`src/rtl/piso_serial_tx.sv`:
```
// piso_serial_tx: valid/ready parallel-in, serial-out transmitter with a frame strobe,
// a last-bit pulse and an optional even-parity bit after the data bits.
module piso_serial_tx #(
    parameter int WIDTH     = 8,
    parameter int LSB_FIRST = 0,
    parameter int PARITY_EN = 0
) (
    input  logic             clk,
    input  logic             rst,
    input  logic [WIDTH-1:0] in_data,
    input  logic             in_valid,
    output logic             in_ready,
    output logic             ser_out,
    output logic             ser_frame,
    output logic             tx_done,
    output logic             busy
);
    localparam int FLEN = WIDTH + (PARITY_EN != 0 ? 1 : 0);
    localparam int CW   = $clog2(FLEN + 1);

    typedef enum logic {IDLE, SHIFT} state_e;

    state_e           state_q, state_d;
    logic [WIDTH-1:0] sr_q, sr_d;
    logic [CW-1:0]    cnt_q, cnt_d;
    logic             par_q, par_d, out_q, out_d, frame_q, frame_d, done_q, done_d;
    logic             accept;

    function automatic logic head(input logic [WIDTH-1:0] w);
        return (LSB_FIRST != 0) ? w[0] : w[WIDTH-1];
    endfunction

    function automatic logic [WIDTH-1:0] adv(input logic [WIDTH-1:0] w);
        return (LSB_FIRST != 0) ? (w >> 1) : (w << 1);
    endfunction

    // Ready in IDLE and in the last-bit cycle, which lets frames chain without a gap.
    assign in_ready  = !rst && (state_q == IDLE || cnt_q == '0);
    assign accept    = in_valid && in_ready;
    assign busy      = state_q == SHIFT;
    assign ser_out   = out_q;
    assign ser_frame = frame_q;
    assign tx_done   = done_q;

    always_comb begin
        state_d = state_q;
        sr_d    = sr_q;
        cnt_d   = cnt_q;
        par_d   = par_q;
        out_d   = 1'b0;
        frame_d = 1'b0;
        done_d  = 1'b0;
        if (accept) begin
            state_d = SHIFT;
            sr_d    = adv(in_data);
            cnt_d   = CW'(FLEN - 1);
            par_d   = ^in_data;
            out_d   = head(in_data);
            frame_d = 1'b1;
        end else if (state_q == SHIFT && cnt_q != '0) begin
            cnt_d   = cnt_q - CW'(1);
            frame_d = 1'b1;
            done_d  = cnt_q == CW'(1);
            if (PARITY_EN != 0 && cnt_q == CW'(1)) begin
                out_d = par_q;
            end else begin
                out_d = head(sr_q);
                sr_d  = adv(sr_q);
            end
        end else if (state_q == SHIFT) begin
            state_d = IDLE;
        end
    end

    always_ff @(posedge clk or posedge rst) begin
        if (rst) begin
            state_q <= IDLE;
            sr_q    <= '0;
            cnt_q   <= '0;
            par_q   <= 1'b0;
            out_q   <= 1'b0;
            frame_q <= 1'b0;
            done_q  <= 1'b0;
        end else begin
            state_q <= state_d;
            sr_q    <= sr_d;
            cnt_q   <= cnt_d;
            par_q   <= par_d;
            out_q   <= out_d;
            frame_q <= frame_d;
            done_q  <= done_d;
        end
    end
endmodule

```
`config.mk`:
```
export PLATFORM = sky130hd
export DESIGN_NAME = piso_serial_tx
export DESIGN_NICKNAME = d
export VERILOG_FILES = /design/src/rtl/piso_serial_tx.sv
export SDC_FILE = /design/constraint.sdc
export NUM_CORES = 1
export LEC_CHECK = 0
export BUFFER_PORTS_ARGS = -buffer_cell sky130_fd_sc_hd__buf_2
export CAP_MARGIN = 5
export CORE_ASPECT_RATIO = 0.9
export CORE_MARGIN = 4
export CORE_UTILIZATION = 38
export CTS_CLUSTER_DIAMETER = 100
export DETAILED_ROUTE_END_ITERATION = 10
export SLEW_MARGIN = 20
export SYNTH_ARGS = -nofsm -noshare
export SYNTH_HDL_FRONTEND = slang
export SYNTH_SLANG_ARGS = --single-unit
```
`constraint.sdc`:
```
create_clock -name clk -period 4.19 [get_ports clk]
set_clock_uncertainty 0.1 [all_clocks]
set_input_delay 0.2095 -clock clk [delete_from_list [all_inputs] [get_ports clk]]
set_output_delay 0.2095 -clock clk [all_outputs]
set_load 0.005 [all_outputs]
```
# After elaboration in Yosys (flattened, before gate mapping)
# Cells that the tools add are included.
# totals
register_bits	16
in_bits	11
output_inout_bits	5
wordCells	30
# op_classes
addsub	1
n_eq_ne	2
mux	12
bitwise	1
n_reduce_logical	8
# ops
operator	count
8-bit 2-to-1 mux	2
1-bit 2-to-1 mux	8
4-bit 2-to-1 mux	2
4-bit by 1-bit equality test with 1-bit output, second input constant	1
4-bit logical NOT	1
4-bit nonzero test	1
4-bit by 1-bit subtractor with 4-bit output, second input constant	1
1-bit logical AND	3
2-bit inequality test, second input constant	1
2-bit nonzero test	1
1-bit logical NOT	1
1-bit logical OR	1
1-bit inverter	1

# Logic depth before layout (Yosys ltp)
# Gate-level depths: netlist of run 1.
# depth
depth_word	5
ltp_mapped	6
mapped_depth_nobuf	5

# Worst setup path before layout of run 1
# No wires, ideal clock.
# synth_timing
path_kind	reg2reg
start	reg cnt_q[0]
end	reg sr_q[2]
setup_time_ps	125
arrival_time_ps	1475
setup_slack_ps	2490
stages_incl_launch_ff	7
path_buffers	1
synth_period_minus_slack_ps	1700
cell_sequence	dfrtp_1 > inv_1 > ha_1 > inv_1 > o31ai_4 > buf_6 > mux2_2
# synth_via
elab_chain_len	5
elab_cells_between_ends	8
# synth_rtl
element	line	source
from (decl)	25	logic [CW-1:0] cnt_q, cnt_d;
from (signal assigned)	87	cnt_q <= cnt_d;
4-bit logical NOT	38	assign in_ready = !rst && (state_q == IDLE || cnt_q == '0);
1-bit logical OR	38	
1-bit logical AND	38	
1-bit logical AND	39	assign accept = in_valid && in_ready;
8-bit 2-to-1 mux / 2-bit nonzero test (equally long branches)	--	
to (signal assigned)	86	sr_q <= sr_d;
to (decl)	24	logic [WIDTH-1:0] sr_q, sr_d;
# Several ways; a longest one is shown, not always the timed one.
# A chain may end at the register's enable or synchronous reset.

# Worst setup path in the final report of run 1
# layout_timing
start	reg cnt_q[0]
end	out in_ready
# layout_via
elab_chain_len	3
# layout_rtl
element	line	source
4-bit logical NOT	38	
1-bit logical OR	38	
1-bit logical AND	38	
to (decl)	12	output logic in_ready,
# Every way passes these cells.

==> results.yml, run 1 <==
detailed_routing:
  viasPerCell: 4.67
  routedWlPerCell_um: 11.8
  routed_wl_um: 1180
  first_pass_iters: 2
  num_vias: 467
  drc: 0
  first_iter_violations: 6
  ant_nets: 0
worst_setup_path:
  rr_startpoint: "cnt_q[0]$_DFFE_PP0P_"
  cp.depth: 6
  crit_chain: "inv_1 > ha_1 > inv_1 > o31ai_4 > and2_1 > buf_2"
  critPathTopFamily: "compound AO/OA/AOI/OAI gates"
  cpPeakStageDelay_ns: 0.57
  cp.required_ns: 3.88
  cpMostUsedCell: "inv_1"
  cp-end-kind: "primary output"
  critical_path_buf_inv_count: 3
  r2r_cells: 5
  crit_type: "register to primary output"
  slowest_stage: "o31ai_4"
  crit_arrival_ns: 1.94
  start_kind: "register"
  rrSetupSlack_ns: 2.23
  reg2reg_to: "sr_q[2]$_DFFE_PP0P_"
  cp_max_fo: 14
timing:
  hold_viol: 0
  slew_headroom_pct: 52.2
  setup_slack_ns: 1.94
  fin_crit_ns: 2.25
  finalCritPeriodShare_pct: 53.7
  finalSetupViolCount: 0
  rsz0062_at_grt: "no"
  slew_viol_final: 0
  setup-tns-final_ns: 0
  hold_slack_ns: 0.0660
  fmax_ghz: 0.444
  worst_pin_slew_ns: 0.716
placement:
  dp_hpwl_um: 859
  gp_congestion: 0.650
  dp_slack_ns: 2.22
  io_buffers: 15
  dp_cells: 95
layout:
  antenna_cells: 0
  final_cell_mix: "15 x dfrtp_1, 15 x buf_2, 12 x mux2_2"
  fill_cells: 172
  syn_to_final_growth_pct: 17.3
  nets: 90
  drive_gt1_share_pct: 42.1
  multiInputGateArea_um2: 319
  seqCellArea_um2: 375
  layout.cells.non_filler: 100
yosys:
  syn_nets: 71
  synth_cell_types: 21
  synth_compound_area_share_pct: 7.72
  synth_area_um2: 729
  synth_mux_area_share_pct: 22.6
  synth_warnings: 0
  synth-simple-area-share_pct: 8.75
  synth_top_family_by_area: "multiplexers"
  synth_cells: 58
  ys_seq_area_share_pct: 51.5
  synth_area_per_cell_um2: 12.6
  synth_seq_cells: 15
  synthXorXnorAreaFrac_pct: 1.20
  synthAdderAreaFrac_pct: 3.43
min_path:
  hold_start: "in_data[7]"
  hold_class: "input pin to register"
  min_path_cells: 3
  holdPathEnd: "ser_out$_DFF_PP0_"
global_route:
  grt_start_max_net_pins: 17
  grt_pass1_wl_um: 2020
  antenna_found_initial: 0
  overflow: 0
  grt_pass1_vias: 442
  grt_use_total_pct: 10.7
floorplan:
  dieArea_mm2: 0.00269
  coreArea_mm2: 0.00175
  fp.dieW_um: 54.2
  rows: 14
  start_util_pct: 41.6
  io_pins: 16
  dieHeight_um: 49.6
clocking:
  cts_resized: 0
  clockRootBuffer: "clkbuf_4"
  cts_max_path_buffers: 2
  clk_latency_ns: 0.28
  numClockSinks: 15
  tritoncts: "built"
  cts_inserted_buffers: 3
  clk_pin_slew_ns: 0.09
  htreeDepth: 1
pwr:
  cellLeakagePower_uw: 0.000417
  irDropWorstVdd_uv: 396
  powerDensity_mw_per_mm2: 652
run_status:
  status: "complete, no violations"
job:
  cap_viol_max_count: 0
-- worst max path at each step --
stage | from | end
after floorplan | cnt_q[0]$_DFFE_PP0P_ | sr_q[2]$_DFFE_PP0P_
final | cnt_q[0]$_DFFE_PP0P_ | in_ready
after global placement | cnt_q[0]$_DFFE_PP0P_ | in_ready
after detailed placement | cnt_q[0]$_DFFE_PP0P_ | sr_q[6]$_DFFE_PP0P_
after CTS | cnt_q[0]$_DFFE_PP0P_ | in_ready
after global routing | cnt_q[0]$_DFFE_PP0P_ | in_ready
-- tightest hold or removal path: stages --
cell	delay (ns)
buf_2	0.10
nand2_1	0.05
mux2i_1	0.06
-- cells in the mapped netlist, drive strengths merged --
master | number | area (um^2)
xnor2 | 1 | 8.76
nor4b | 1 | 8.76
nand2 | 5 | 18.8
nor2 | 2 | 7.51
ha | 2 | 25.0
and2 | 1 | 6.26
mux2 | 12 | 135
a22oi | 1 | 7.51
inv | 5 | 18.8
a21boi | 1 | 7.51
nand2b | 1 | 6.26
o31ai | 2 | 28.8
or4b | 1 | 10.0
nor2b | 1 | 6.26
buf | 2 | 16.3
a21oi | 1 | 5.00
mux2i | 3 | 30.0
dfrtp | 15 | 375
o211ai | 1 | 7.51
-- area by class of cell --
type / count / area share, %
Tap cell: 24 / 3.51
Sequential cell: 15 / 43.9
Inverter: 5 / 2.19
Multi-Input combinational cell: 36 / 37.3
Clock inverter: 1 / 0.585
Clock buffer: 3 / 2.63
Timing Repair Buffer: 16 / 9.94
-- per-stage QoR --
stage          util, %  total power (uW)  area (um^2)
4_1_cts           48.9               569          856
3_3_place_gp      46.7               482          818
5_1_grt           48.9               607          856
2_1_floorplan        -               438          729
3_5_place_dp      46.7               484          818
6_report          48.9               558          856
-- registers in the layout, summed over array words and instances (netlist names) --
name and count:
ser_out 1, tx_done 1, cnt_q 4, busy 1, ser_frame 1, sr_q 7
-- power by group --
part | switching (uW) | internal (uW)
Combinational | 96.0 | 128
Clock | 44.4 | 35.4
Sequential | 47.5 | 207
Total | 188 | 370
-- layer usage --
layer / routed length [um] / vias to the layer above / track usage, %
li1: - / 238 / -
met1: 571 / 215 / 13.9
met2: 510 / 12 / 14.1
met3: 81 / 2 / 5.72
met4: 12 / 0 / 4.98
met5: 0 / - / 0
-- repair_timing --
action,CTS,global route
buffers inserted,0,0
hold buffers,1,0
hold endpoints to repair,15,0
-- cells by family (layout without fill, tap and decap cells) --
group           count (synthesis)  in the layout
flops                          15             15
xor+xnor                        1              1
simple gates                   12             12
fa+ha+maj                       2              2
mux                            15             15
buf+inv                         7             25
compound gates                  6              6
(Power assumes the default switching activity.)
==> run 2, diff against run 1 <==
- ABC_AREA: unset -> 1
- clock period: 4.19 -> 2 ns (I/O delays scaled with it)
==> results.yml, run 2 <==
run_status:
  status: "complete, no violations"
global_route:
  grt_pass1_vias: 572
  grt_start_max_net_pins: 24
  grt_pass1_wl_um: 2420
  antenna_found_initial: 0
  overflow: 0
  grt_use_total_pct: 12.2
job:
  cap_viol_max_count: 0
detailed_routing:
  viasPerCell: 4.84
  first_pass_iters: 5
  drc: 0
  routed_wl_um: 1490
  num_vias: 615
  first_iter_violations: 17
  ant_nets: 0
  routedWlPerCell_um: 11.7
pwr:
  p_comb_share_pct: 44.0
  p_sw_share_pct: 40.7
  powerDensity_mw_per_mm2: 1260
  cellLeakagePower_uw: 0.000460
  power.internal_uw: 695
  pwr-share-seq_pct: 41.9
  irDropWorstVdd_uv: 571
  p_sw_uw: 476
  pwr-share-clk_pct: 14.0
timing:
  setup_slack_ns: 0.217
  fmax_ghz: 0.561
  slew_headroom_pct: 76.0
  hold_viol: 0
  finalSetupViolCount: 0
  rsz0062_at_grt: "no"
  setup-tns-final_ns: 0
  fin_crit_ns: 1.78
  hold_slack_ns: 0.0125
  finalCritPeriodShare_pct: 89.2
  slew_viol_final: 0
  worst_pin_slew_ns: 0.360
placement:
  dp_slack_ns: 0.457
  dp_hpwl_um: 1020
  gp_congestion: 0.795
  io_buffers: 15
  dp_cells: 115
  dpl_cell_area_um2: 821
layout:
  final_cell_mix: "15 x dfrtp_1, 15 x buf_2, 14 x nand2_1"
  largest_register: "sr_q"
  syn_to_final_growth_pct: 23.5
  layout.cells.non_filler: 127
  largest_register_ffs: 7
  drive_gt1_share_pct: 24.3
  reg_top3: "sr_q (7), cnt_q (4)"
  nets: 117
  final_area_um2: 927
  antenna_cells: 0
floorplan:
  io_pins: 16
  dieArea_mm2: 0.00275
  rows: 14
  dieHeight_um: 50.2
  fp.dieW_um: 54.9
  coreArea_mm2: 0.00177
  start_util_pct: 42.4
yosys:
  yosysTopAreaCell: "dfrtp_1"
  synth_cell_types: 20
  ys.flop_type: "dfrtp_1"
  synth_cells: 80
  synth_area_um2: 751
  synth_warnings: 0
  synth-edff-count: 0
  yosysTopAreaCellShare_pct: 50.0
  synth_seq_cells: 15
  ys_top_cells_by_count: "15 x dfrtp_1, 14 x nand2_1, 12 x nand3_1, 7 x inv_1, 7 x nand4_1"
  yosysMostFrequentCell: "dfrtp_1"
  ys_seq_area_share_pct: 50.0
  async_flop_share_pct: 100
  synthTopCellsByArea: "dfrtp_1 50%, nand3_1 8.0%, nand2_1 7.0%, o211ai_1 6.0%, nand4_1 5.8%"
  syn_nets: 93
  synth_area_per_cell_um2: 9.38
worst_setup_path:
  r2r_cells: 7
  startpoint: "cnt_q[0]$_DFFE_PP0P_"
  crit_type: "register to primary output"
  critPathTopFamily: "flip-flops"
  cpPeakStageDelay_ns: 0.39
  crit_chain: "inv_1 > ha_1 > nand2_2 > nand2_4 > inv_6 > nor2_1 > buf_2"
  cp.required_ns: 1.80
  slowest_stage: "dfrtp_1"
  start_kind: "register"
  cp_max_fo: 18
  cp-end-kind: "primary output"
  crit_end: "in_ready"
  critical_path_buf_inv_count: 3
  cp.depth: 7
  crit_arrival_ns: 1.58
  rr_startpoint: "cnt_q[0]$_DFFE_PP0P_"
  reg2reg_to: "cnt_q[3]$_DFFE_PP0P_"
  rrSetupSlack_ns: 0.45
clocking:
  clockRootBuffer: "clkbuf_4"
  cts_inserted_buffers: 3
  clk_pin_slew_ns: 0.08
  clk_latency_ns: 0.27
  numClockSinks: 15
  htreeDepth: 1
  tritoncts: "built"
  cts_max_path_buffers: 2
  post-cts-setup-buffers: 0
min_path:
  hold_class: "input pin to register"
-- run 2: changes by cell type after synthesis, sizes merged, moves of 2 or more --
| cell | previous run | this run |
|---|---|---|
| mux2 | 12 | 0 |
| nand2 | 5 | 16 |
| mux2i | 3 | 0 |
| o211ai | 1 | 6 |
| nand3 | 0 | 12 |
| inv | 5 | 8 |
| buf | 2 | 4 |
| nand4 | 0 | 7 |
| o31ai | 2 | 0 |
| o21ai | 0 | 6 |
-- run 2: worst min-delay path by stage --
stage | start | end | slack [ns] | depth (start not counted)
3_3_place_gp | rst | sr_q[5]$_DFFE_PP0P_ | 0.07 | 2
6_report | in_data[5] | sr_q[6]$_DFFE_PP0P_ | 0.01 | 3
3_5_place_dp | rst | sr_q[5]$_DFFE_PP0P_ | 0.07 | 2
2_1_floorplan | rst | busy$_DFFE_PP0P_ | -0.01 | 2
4_1_cts | in_data[5] | sr_q[6]$_DFFE_PP0P_ | 0.002 | 3
5_1_grt | in_data[5] | sr_q[6]$_DFFE_PP0P_ | 0.03 | 3
-- run 2: cell type report --
type / count / area (um^2)
Sequential cell: 15 / 375
Multi-Input combinational cell: 52 / 300
Inverter: 9 / 40.0
Tap cell: 24 / 30.0
Timing Repair Buffer: 23 / 155
Clock buffer: 4 / 26.3
Fill cell: 180 / 842
-- run 2: cells by family after synthesis --
| kind of cell | share of synthesized area (%) |
|---|---|
| buf+inv | 10.0 |
| xor+xnor | 1.17 |
| compound gates | 11.0 |
| simple gates | 24.5 |
| flops | 50.0 |
| fa+ha+maj | 3.33 |
-- run 2: worst register-to-register path, cell delays in order (launching register included) --
cell and delay (ns):
dfrtp_1 0.39, inv_1 0.13, ha_1 0.23, nand2_2 0.08, nand2_4 0.18, nand3_1 0.18
nand3_1 0.11, nand2_1 0.05
-- run 2: repair_timing --
item	4_1_cts	5_1_grt
hold endpoints to repair	22	0
hold buffers	8	0
gates resized for setup	0	0
-- run 2: through the flow --
stage          util (%)  total power, uW
2_1_floorplan         -              926
3_3_place_gp       46.4             1000
3_5_place_dp       46.4             1010
4_1_cts            52.4             1190
5_1_grt            52.4             1280
6_report           52.4             1170
-- run 2: power by group through the flow --
stage          Clock, uW  Sequential, uW  Combinational (uW)
5_1_grt              189             504                 589
2_1_floorplan          0             487                 439
4_1_cts              175             491                 522
3_3_place_gp           0             496                 504
6_report             164             491                 516
3_5_place_dp           0             497                 509
-- run 2: routing by layer --
| metal | share of wire, % | wire [um] | up-vias | global-route usage (%) |
|---|---|---|---|---|
| met2 | 46 | 687 | 16 | 16.3 |
| met5 | 0 | 0 | - | 0 |
| met4 | 0.88 | 13 | 0 | 4.98 |
| li1 | - | - | 321 | - |
| met1 | 47 | 696 | 276 | 16.0 |
| met3 | 5.9 | 87 | 2 | 6.80 |
